==> src/rtl/em4100_sequencer.sv <==
// EM4100 tag-ID sequencer: rotates through a table of 40-bit IDs, feeding one
// slot at a time to the encoder. Optional inter-slot gap: EM4100_SEQ_GAP_EN.
module em4100_sequencer #(
  parameter int SLOTS        = 4,
  parameter int FRAME_CYCLES = 74,
  parameter int GAP_CYCLES   = 16
) (
  input  logic                       clk,
  input  logic                       rst_n,
  input  logic                       wr_en,
  input  logic [$clog2(SLOTS)-1:0]   wr_slot,
  input  logic [39:0]                wr_id,
  input  logic                       wr_valid,
  input  logic [3:0]                 repeat_cnt,
  input  logic                       start,
  input  logic                       stop,
  output logic                       enc_tx,
  output logic [39:0]                enc_data,
  output logic                       busy,
  output logic [$clog2(SLOTS)-1:0]   cur_slot,
  output logic                       frame_done
);

  localparam int SW     = $clog2(SLOTS);
  localparam int CMAX   = (FRAME_CYCLES > GAP_CYCLES) ? FRAME_CYCLES : GAP_CYCLES;
  localparam int CW     = (CMAX > 1) ? $clog2(CMAX) : 1;

  localparam logic [1:0]    ST_IDLE    = 2'd0;
  localparam logic [1:0]    ST_LOAD    = 2'd1;
  localparam logic [1:0]    ST_SEND    = 2'd2;
`ifdef EM4100_SEQ_GAP_EN
  localparam logic [1:0]    ST_GAP     = 2'd3;
  localparam logic [CW-1:0] GAP_LAST   = CW'(GAP_CYCLES - 1);
`endif
  localparam logic [CW-1:0] FRAME_LAST = CW'(FRAME_CYCLES - 1);
  localparam logic [CW-1:0] CNT_ONE    = CW'(1);
  localparam logic [SW-1:0] SLOT_ONE   = SW'(1);

  logic [SLOTS-1:0][39:0] id_r;
  logic [SLOTS-1:0]       valid_r;

  logic [1:0]    state_r, state_nxt_s;
  logic [CW-1:0] cnt_r, cnt_nxt_s;
  logic [3:0]    rep_r, rep_nxt_s;
  logic [SW-1:0] slot_r, slot_nxt_s;
  logic [39:0]   data_r, data_nxt_s;
  logic          stop_pend_r, stop_pend_nxt_s;
  logic          enc_tx_r, busy_r, frame_done_r;
  logic [SW:0]   sel_s, adv_s;

  // First valid slot at or after 'from', wrapping; MSB of result is the found flag.
  function automatic logic [SW:0] find_next(input logic [SLOTS-1:0] v,
                                            input logic [SW-1:0]    from);
    logic [SW:0]   res;
    logic [SW-1:0] idx;
    res = {1'b0, {SW{1'b0}}};
    for (int i = SLOTS - 1; i >= 0; i--) begin
      idx = from + i[SW-1:0];
      if (v[idx]) begin
        res = {1'b1, idx};
      end else begin
        res = res;
      end
    end
    return res;
  endfunction

  // ID table; only wr_en writes it, reset invalidates every slot.
  always_ff @(posedge clk or negedge rst_n) begin
    if (!rst_n) begin
      id_r    <= '0;
      valid_r <= '0;
    end else if (wr_en) begin
      id_r[wr_slot]    <= wr_id;
      valid_r[wr_slot] <= wr_valid;
    end
  end

  // Next-state logic; enc_data and cur_slot are chosen on the way into LOAD
  // so the encoder sees a stable ID for the whole LOAD cycle.
  always_comb begin
    state_nxt_s     = state_r;
    cnt_nxt_s       = cnt_r;
    rep_nxt_s       = rep_r;
    slot_nxt_s      = slot_r;
    data_nxt_s      = data_r;
    stop_pend_nxt_s = stop_pend_r | stop;
    sel_s           = find_next(valid_r, slot_r);
    adv_s           = find_next(valid_r, slot_r + SLOT_ONE);

    case (state_r)
      ST_IDLE: begin
        stop_pend_nxt_s = 1'b0;
        if (start && !stop && sel_s[SW]) begin
          state_nxt_s = ST_LOAD;
          slot_nxt_s  = sel_s[SW-1:0];
          data_nxt_s  = id_r[sel_s[SW-1:0]];
        end else begin
          state_nxt_s = ST_IDLE;
        end
      end

      ST_LOAD: begin
        state_nxt_s = ST_SEND;
        cnt_nxt_s   = {CW{1'b0}};
        rep_nxt_s   = (repeat_cnt == 4'd0) ? 4'd1 : repeat_cnt;
      end

      ST_SEND: begin
        if (cnt_r == FRAME_LAST) begin
          cnt_nxt_s = {CW{1'b0}};
          if (stop_pend_r || stop) begin
            state_nxt_s     = ST_IDLE;
            stop_pend_nxt_s = 1'b0;
          end else if (rep_r > 4'd1) begin
            rep_nxt_s = rep_r - 4'd1;
          end else begin
            rep_nxt_s = 4'd0;
            if (!adv_s[SW]) begin
              state_nxt_s = ST_IDLE;
            end else begin
              slot_nxt_s = adv_s[SW-1:0];
`ifdef EM4100_SEQ_GAP_EN
              state_nxt_s = ST_GAP;
`else
              data_nxt_s  = id_r[adv_s[SW-1:0]];
              state_nxt_s = ST_LOAD;
`endif
            end
          end
        end else begin
          cnt_nxt_s = cnt_r + CNT_ONE;
        end
      end

`ifdef EM4100_SEQ_GAP_EN
      ST_GAP: begin
        if (cnt_r == GAP_LAST) begin
          cnt_nxt_s = {CW{1'b0}};
          if (stop_pend_r || stop) begin
            state_nxt_s     = ST_IDLE;
            stop_pend_nxt_s = 1'b0;
          end else if (sel_s[SW]) begin
            state_nxt_s = ST_LOAD;
            slot_nxt_s  = sel_s[SW-1:0];
            data_nxt_s  = id_r[sel_s[SW-1:0]];
          end else begin
            state_nxt_s = ST_IDLE;
          end
        end else begin
          cnt_nxt_s = cnt_r + CNT_ONE;
        end
      end
`endif

      default: begin
        state_nxt_s     = ST_IDLE;
        stop_pend_nxt_s = 1'b0;
      end
    endcase
  end

  // State, counters and registered encoder-facing outputs.
  always_ff @(posedge clk or negedge rst_n) begin
    if (!rst_n) begin
      state_r      <= ST_IDLE;
      cnt_r        <= {CW{1'b0}};
      rep_r        <= 4'd0;
      slot_r       <= {SW{1'b0}};
      data_r       <= 40'd0;
      stop_pend_r  <= 1'b0;
      enc_tx_r     <= 1'b0;
      busy_r       <= 1'b0;
      frame_done_r <= 1'b0;
    end else begin
      state_r      <= state_nxt_s;
      cnt_r        <= cnt_nxt_s;
      rep_r        <= rep_nxt_s;
      slot_r       <= slot_nxt_s;
      data_r       <= data_nxt_s;
      stop_pend_r  <= stop_pend_nxt_s;
      enc_tx_r     <= (state_nxt_s == ST_SEND);
      busy_r       <= (state_nxt_s != ST_IDLE);
      frame_done_r <= (state_nxt_s == ST_SEND) && (cnt_nxt_s == FRAME_LAST);
    end
  end

  assign enc_tx     = enc_tx_r;
  assign enc_data   = data_r;
  assign busy       = busy_r;
  assign cur_slot   = slot_r;
  assign frame_done = frame_done_r;

endmodule
==> config.mk <==
export PLATFORM = sky130hd
export DESIGN_NAME = em4100_sequencer
export DESIGN_NICKNAME = d
export VERILOG_FILES = /design/src/rtl/em4100_sequencer.sv
export SDC_FILE = /design/constraint.sdc
export NUM_CORES = 1
export LEC_CHECK = 0
export CORE_ASPECT_RATIO = 0.7
export CORE_UTILIZATION = 45
export CTS_BUF_LIST = sky130_fd_sc_hd__clkbuf_2
export DETAILED_ROUTE_END_ITERATION = 12
export PLACE_DENSITY = 0.73
export SLEW_MARGIN = 20
export SYNTH_ARGS = -nofsm -noshare
export SYNTH_HDL_FRONTEND = slang
export SYNTH_SLANG_ARGS = --single-unit
==> constraint.sdc <==
create_clock -name clk -period 2.3 [get_ports clk]
set_input_delay 0.23 -clock clk [delete_from_list [all_inputs] [get_ports clk]]
set_output_delay 0.23 -clock clk [all_outputs]
set_load 0.02 [all_outputs]
== Word-level counts from Yosys, hierarchy flattened ==
Index checks and enable logic that the tools add are counted.
Widths: inputs -> output; s select.

* Input bits: 52
* Register bits after elaboration: 223
* Output and inout bits: 45
* Logic and storage cells: 118

* Equality and inequality tests: 10
* Multiplexer cells: 60
* Reduce and logical (&&, ||, !) cells: 13
* $add $sub $neg: 8
* $lt $le $gt $ge: 12
* Bitwise operators: 1

{| class="wikitable"
|+ Operators by type and width
! operator !! count
|-
| $mux 40 || 8
|-
| $bmux 40 s2 || 2
|-
| $bwmux 160 || 1
|-
| $demux 40 s2 || 1
|-
| $pmux 40 s2 || 1
|-
| $lt 2x3->1 const B || 10
|-
| $mux 3 || 8
|-
| $mux 2 || 8
|-
| $mux 4 || 4
|-
| $bmux 1 s2 || 7
|-
| $eq 7x7->1 const B || 2
|-
| $pmux 7 s2 || 1
|-
| $mux 1 || 12
|-
| $ne 2x2->1 const B || 5
|-
| $add 2x2->2 const B || 4
|-
| $pmux 4 s2 || 1
|-
| $add 7x1->7 const B || 1
|-
| $mux 7 || 1
|-
| $pmux 2 s3 || 1
|-
| $reduce_and 6->1 || 1
|-
| $reduce_bool 2->1 || 3
|-
| $add 2x1->2 const B || 2
|-
| $bwmux 4 || 1
|-
| $eq 2x2->1 const B || 2
|-
| 14 further kinds || 17
|}

== Longest topological paths before layout ==
* Depth in word-level cells: 15
* Depth in mapped cells: 10
* Depth with buffers taken out: 8

== Worst setup path after synthesis ==
No wires, ideal clock.

* Path type: reg-to-reg
* Start: reg slot_r[1] (netlist: cur_slot[1])
* End: reg data_r[29] (netlist: enc_data[29])
* Arrival: 2.216 ns
* Stages on the path, launching flop included: 9
* Clock period less this slack: 2.354 ns
* Setup slack: -0.054 ns
* Setup time: 0.138 ns
* Path buffers: 2
* Required time: 2.162 ns
* Cell sequence: dfrtp_1 > buf_2 > mux2i_1 > o22ai_1 > a21oi_1 > buf_2 > mux4_2 > nand2_1 > o211ai_1

* Word-level cells in the longest chain between the ends: 15
* Elaborated cells between the ends (all ways): 42
* Those cells by class: 6 x add/sub; 2 x eq/ne; 32 x mux; 2 x reduce/logical

{| class="wikitable"
|+ RTL lines
! what !! line !! RTL
|-
| start, declared || 45 || <nowiki>logic [SW-1:0] slot_r, slot_nxt_s;</nowiki>
|-
| start signal, assigned || 169 || <nowiki>slot_r <= {SW{1'b0}};</nowiki>
|-
| start signal, assigned || 179 || <nowiki>slot_r <= slot_nxt_s;</nowiki>
|-
| $add 2x1->2 || 58, 89 ||
|-
| $add 2x2->2 || 58 || <nowiki>idx = from + i[SW-1:0];</nowiki>
|-
| $bmux 1 s2 || 59 || <nowiki>if (v[idx]) begin</nowiki>
|-
| $mux 1 (not written as such) || 59 ||
|-
| $mux 3 (4 in series) || 59 ||
|-
| $bmux 40 s2 || 126 || <nowiki>data_nxt_s = id_r[adv_s[SW-1:0]];</nowiki>
|-
| $mux 40 (not written as such) || 126 ||
|-
| $mux 40 || 119 || <nowiki>if (!adv_s[SW]) begin</nowiki>
|-
| $mux 40 || 115 || <nowiki>end else if (rep_r > 4'd1) begin</nowiki>
|-
| $mux 40 || 112 || <nowiki>if (stop_pend_r || stop) begin</nowiki>
|-
| $mux 40 || 110 || <nowiki>if (cnt_r == FRAME_LAST) begin</nowiki>
|-
| $pmux 40 s2 || 91 || <nowiki>case (state_r)</nowiki>
|-
| end signal, assigned || 180 || <nowiki>data_r <= data_nxt_s;</nowiki>
|-
| end, declared || 46 || <nowiki>logic [39:0] data_r, data_nxt_s;</nowiki>
|}

Several ways; a longest one is shown, not always the timed one. The select of a mux whose other input is x is not followed.
A chain may end at the register's enable or synchronous reset.

== Final worst setup path ==
* Start: reg rep_r[0]
* End: reg data_r[9] (netlist: enc_data[9])

* Word-level cells in the longest chain between the ends: 3

{| class="wikitable"
|+ RTL lines
! what !! line !! RTL
|-
| start, declared || 44 || <nowiki>logic [3:0] rep_r, rep_nxt_s;</nowiki>
|-
| start signal, assigned || 178 || <nowiki>rep_r <= rep_nxt_s;</nowiki>
|-
| $gt 4x1->1 || 115 ||
|-
| $ne 2x2->1 (no source line) || -- ||
|-
| $reduce_and 6->1 (no source line) || -- ||
|}

No other way between the ends.

==> results.cfg <==
[status]
run_status = finished with violations
violations = negative setup slack

[cts]
h_tree_depth = 2
cts-buffers-inserted = 54
clk_lat_worst_skew_ns = 0.86
clockRootBuffer = sky130_fd_sc_hd__clkbuf_2
cts_sinks = 223
clk_pin_slew_ns = 0.13
cts_tree = yes
max_buffers_root_to_sink = 3

[grt]
first_pass_grt_wire_length_um = 44100
total_grt_usage = 0.222
grt_max_degree = 60
first_global_vias = 7935
grt_overflow = 0
grt_antenna_before_repair = 1

[routing]
postRouteAntennaNets = 0
detailed_routing_iteration_count_for_the_pre_antenna_repair_pass = 5
route.detailed.vias_per_inst = 5.50
drt-wirelength-per-cell_um = 19.8
route.vias.total = 7692
drc_errors = 0
route.final.wire_length_um = 27700
first_iter_violations = 462

[flow_run]
maxCapViolations = 0

[sta]
fmax_mhz = 404
setup_slack_ns = -0.177
finalSetupTns_ns = -5.13
hold_viol = 0
worstMarginPinSlew_ns = 0.565
clock-skew-final_ns = 0.0694
final-setup-viol-count = 42
final-max-slew-violation-count = 0
final.period_utilization = 1.08
unrepaired_setup_endpoints_after_global_routing = yes
worst_slew_slack_as_a_fraction_of_its_limit = 0.622
min_period_ns = 2.48

[floorplanning]
floorplan.die.height_um = 135
core-area_um2 = 24600
ios = 97
die-area_um2 = 25700
initial_utilization = 0.459
dieWidth_um = 191
placement_rows = 48

[final_layout]
nets = 1094
finish.utilization = 0.574
synthToLayoutAreaGrowth_pct = 25.1
drive_above_1_share = 0.396
multiInputGateArea_um2 = 5520
num-fill-cells = 2000
layout.area.seq_um2 = 5580

[setup_path]
regToRegEndpoint = enc_data[9]$_DFFE_PN0P_
critical_path_cell_by_cell = inv_1 > ha_1 > nor2_1 > or3_4 > or4_4 > nor3_4 > buf_6 > buf_6 > buf_16 > nand2_1 > o211ai_1
critPathMaxStageDelay_ns = 0.55
critPathSlowestCell = sky130_fd_sc_hd__or4_4
cp_data_required_time_ns = 3.08
rr_startpoint = rep_r[0]$_DFFE_PN0P_
critical-path-top-cell-by-count = sky130_fd_sc_hd__buf_6
maximum_fanout_count_along_the_critical_path = 4
kind_of_start_point_of_the_critical_path = register
worst_r2r_path_depth = 11
critPathKind = register to register
cp-end-kind = register
critical_path_arrival_ns = 3.25
r2r_slack_ns = -0.18

[placement]
pre_cts_slack_ns = -0.162
dp_hpwl_um = 15800
gp_congestion = 0.790
place.port_buffers = 96

[power_and_ir_drop]
total_switching_power_w = 0.00317
power.ir.vdd_worst_mv = 0.379
finalPower_w = 0.0103
power.share.clock = 0.252
combinationalPowerShare = 0.275
power_frac_seq = 0.473
total_leakage_power_nw = 5.84
swShare = 0.306
p_per_area_nw_per_um2 = 731
cellInternalPower_w = 0.00717

[worst_hold_path]
timing.hold.worst_path_depth = 2
worst_hold_startpoint = wr_id[26]
hold_path_class = input pin to register
hold-path-endpoint = id_r[106]$_DFFE_PN0P_

[yosys]
netlist_area_um2 = 11300
synth_warnings = 0
flops_latches_synth = 223
syn_inst = 854
post_synth.cell_area_avg_um2 = 13.2
postSynthNetCount = 914
yosys_cell_types = 43
yosysSeqAreaShare = 0.494
## how the worst max path moves through the flow
stage / start / to / slack [ns]
2_1_floorplan: cur_slot[1]$_DFFE_PN0P_ / enc_data[29]$_DFFE_PN0P_ / -0.05
3_3_place_gp: cnt_r[1]$_DFF_PN0_ / enc_data[15]$_DFFE_PN0P_ / -0.09
3_5_place_dp: cnt_r[1]$_DFF_PN0_ / enc_data[13]$_DFFE_PN0P_ / -0.16
4_1_cts: cnt_r[1]$_DFF_PN0_ / enc_data[35]$_DFFE_PN0P_ / -0.14
5_1_grt: cnt_r[1]$_DFF_PN0_ / enc_data[9]$_DFFE_PN0P_ / -0.26
6_report: rep_r[0]$_DFFE_PN0P_ / enc_data[9]$_DFFE_PN0P_ / -0.18
## state kept, by name, summed over array words and instances, names as in the netlist
signal / cells
busy: 1
cnt_r: 7
cur_slot: 2
enc_data: 40
enc_tx: 1
frame_done: 1
id_r: 160
rep_r: 4
state_r: 2
stop_pend_r: 1
valid_r: 4
## cell usage after synthesis (all sizes together)
library cell / count / area share
a2111oi: 1 / 0.00078
a31oi: 2 / 0.0011
xnor2: 3 / 0.0023
o31ai: 3 / 0.0024
nor4: 3 / 0.0022
o22ai: 2 / 0.0011
nor3: 7 / 0.0041
nor2: 14 / 0.0047
buf: 37 / 0.020
clkbuf: 18 / 0.0060
nand4: 3 / 0.0017
nand3: 1 / 0.00044
inv: 15 / 0.0050
nand4b: 1 / 0.0021
o211ai: 40 / 0.027
o2bb2a: 1 / 0.00089
o21ai: 15 / 0.0066
a211oi: 1 / 0.00066
and3: 1 / 0.00055
mux2: 204 / 0.20
nor3b: 4 / 0.0027
nand2: 93 / 0.031
mux4: 40 / 0.080
nand3b: 2 / 0.0013
mux2i: 83 / 0.074
a21o: 1 / 0.00066
or3: 2 / 0.0011
a22oi: 1 / 0.00066
a21oi: 16 / 0.0071
or4: 1 / 0.0010
nor2b: 1 / 0.00055
xor2: 2 / 0.0016
a2bb2oi: 1 / 0.00078
nand2b: 4 / 0.0022
dfrtp: 223 / 0.49
ha: 8 / 0.0089
## power by group through the flow
stage | registers, W | clock network [W] | logic (W)
finish | 0.00489 | 0.00261 | 0.00284
global route | 0.00496 | 0.00294 | 0.00306
CTS | 0.00487 | 0.00272 | 0.00284
detailed placement | 0.00496 | 0 | 0.00278
global placement | 0.00493 | 0 | 0.00273
floorplan | 0.00481 | 0 | 0.00210
## layer usage
metal  share of wire  vias up  GRT usage
met2            0.47      196      0.351
met1            0.47     3915      0.307
met5               0        -          0
li1                -     3546          -
met3           0.052       35     0.0517
met4           0.014        0     0.0644
## placed cells by master (no fill, tap or decap), drive strengths merged, types with 3 or more instances in the layout
cell type,count
dfrtp,223
mux2,204
nand2,93
clkdlybuf4s50,91
mux2i,83
clkbuf,78
buf,55
mux4,40
o211ai,40
dlygate4sd3,26
clkinv,17
a21oi,16
o21ai,15
inv,15
nor2,14
ha,8
nor3,7
nand2b,4
nor3b,4
nand4,3
xnor2,3
o31ai,3
nor4,3
## timing repair
| item | CTS | global route |
|---|---|---|
| buffers inserted | 8 | 5 |
| hold endpoints to repair | 300 | 2 |
| endpoints found under the setup margin | 44 | 47 |
| gates cloned | 5 | 3 |
| hold buffers | 26 | 1 |
| gates resized for setup | 22 | 33 |
| pin swaps | 6 | 19 |
## cells by family (layout without fill, tap and decap cells)
family	count (synthesis)	in the layout	synth area share
adders and majority gates	8	8	0.00886
xor gates and xnor gates	5	5	0.00388
and+or+nand+nor	137	137	0.0555
AOI/OAI and AO/OA	84	84	0.0494
other	0	2	0
DFF	223	223	0.494
muxes	327	327	0.357
buffers and inverters	70	287	0.0315
## stage by stage
step	cells	hold slack [ns]	cell area, um^2
after floorplan	854	-0.0656	11300
after global placement	1256	0.219	12900
after global routing	1397	0.0168	14100
after CTS	1388	0.00250	13900
final	1398	0.100	14100
after detailed placement	1256	0.219	12900
## worst max-delay path: cells and delay by family, from the launching register on
family,cells,cell delay (ns)
simple gates,5,1.25
compound gates,1,0.09
buf+inv,4,0.48
fa+ha+maj,1,0.17
flops,1,0.44
## area by class of cell
cell class	instances	share of cell area
clock inverters	18	0.00691
clock buffers	75	0.0266
flip-flops and latches	223	0.395
multi-input cells	561	0.391
well taps	325	0.0288
inverters	15	0.00398
diodes	2	0.000354
repair buffers	179	0.148
Power figures use the tool's default switching activity.
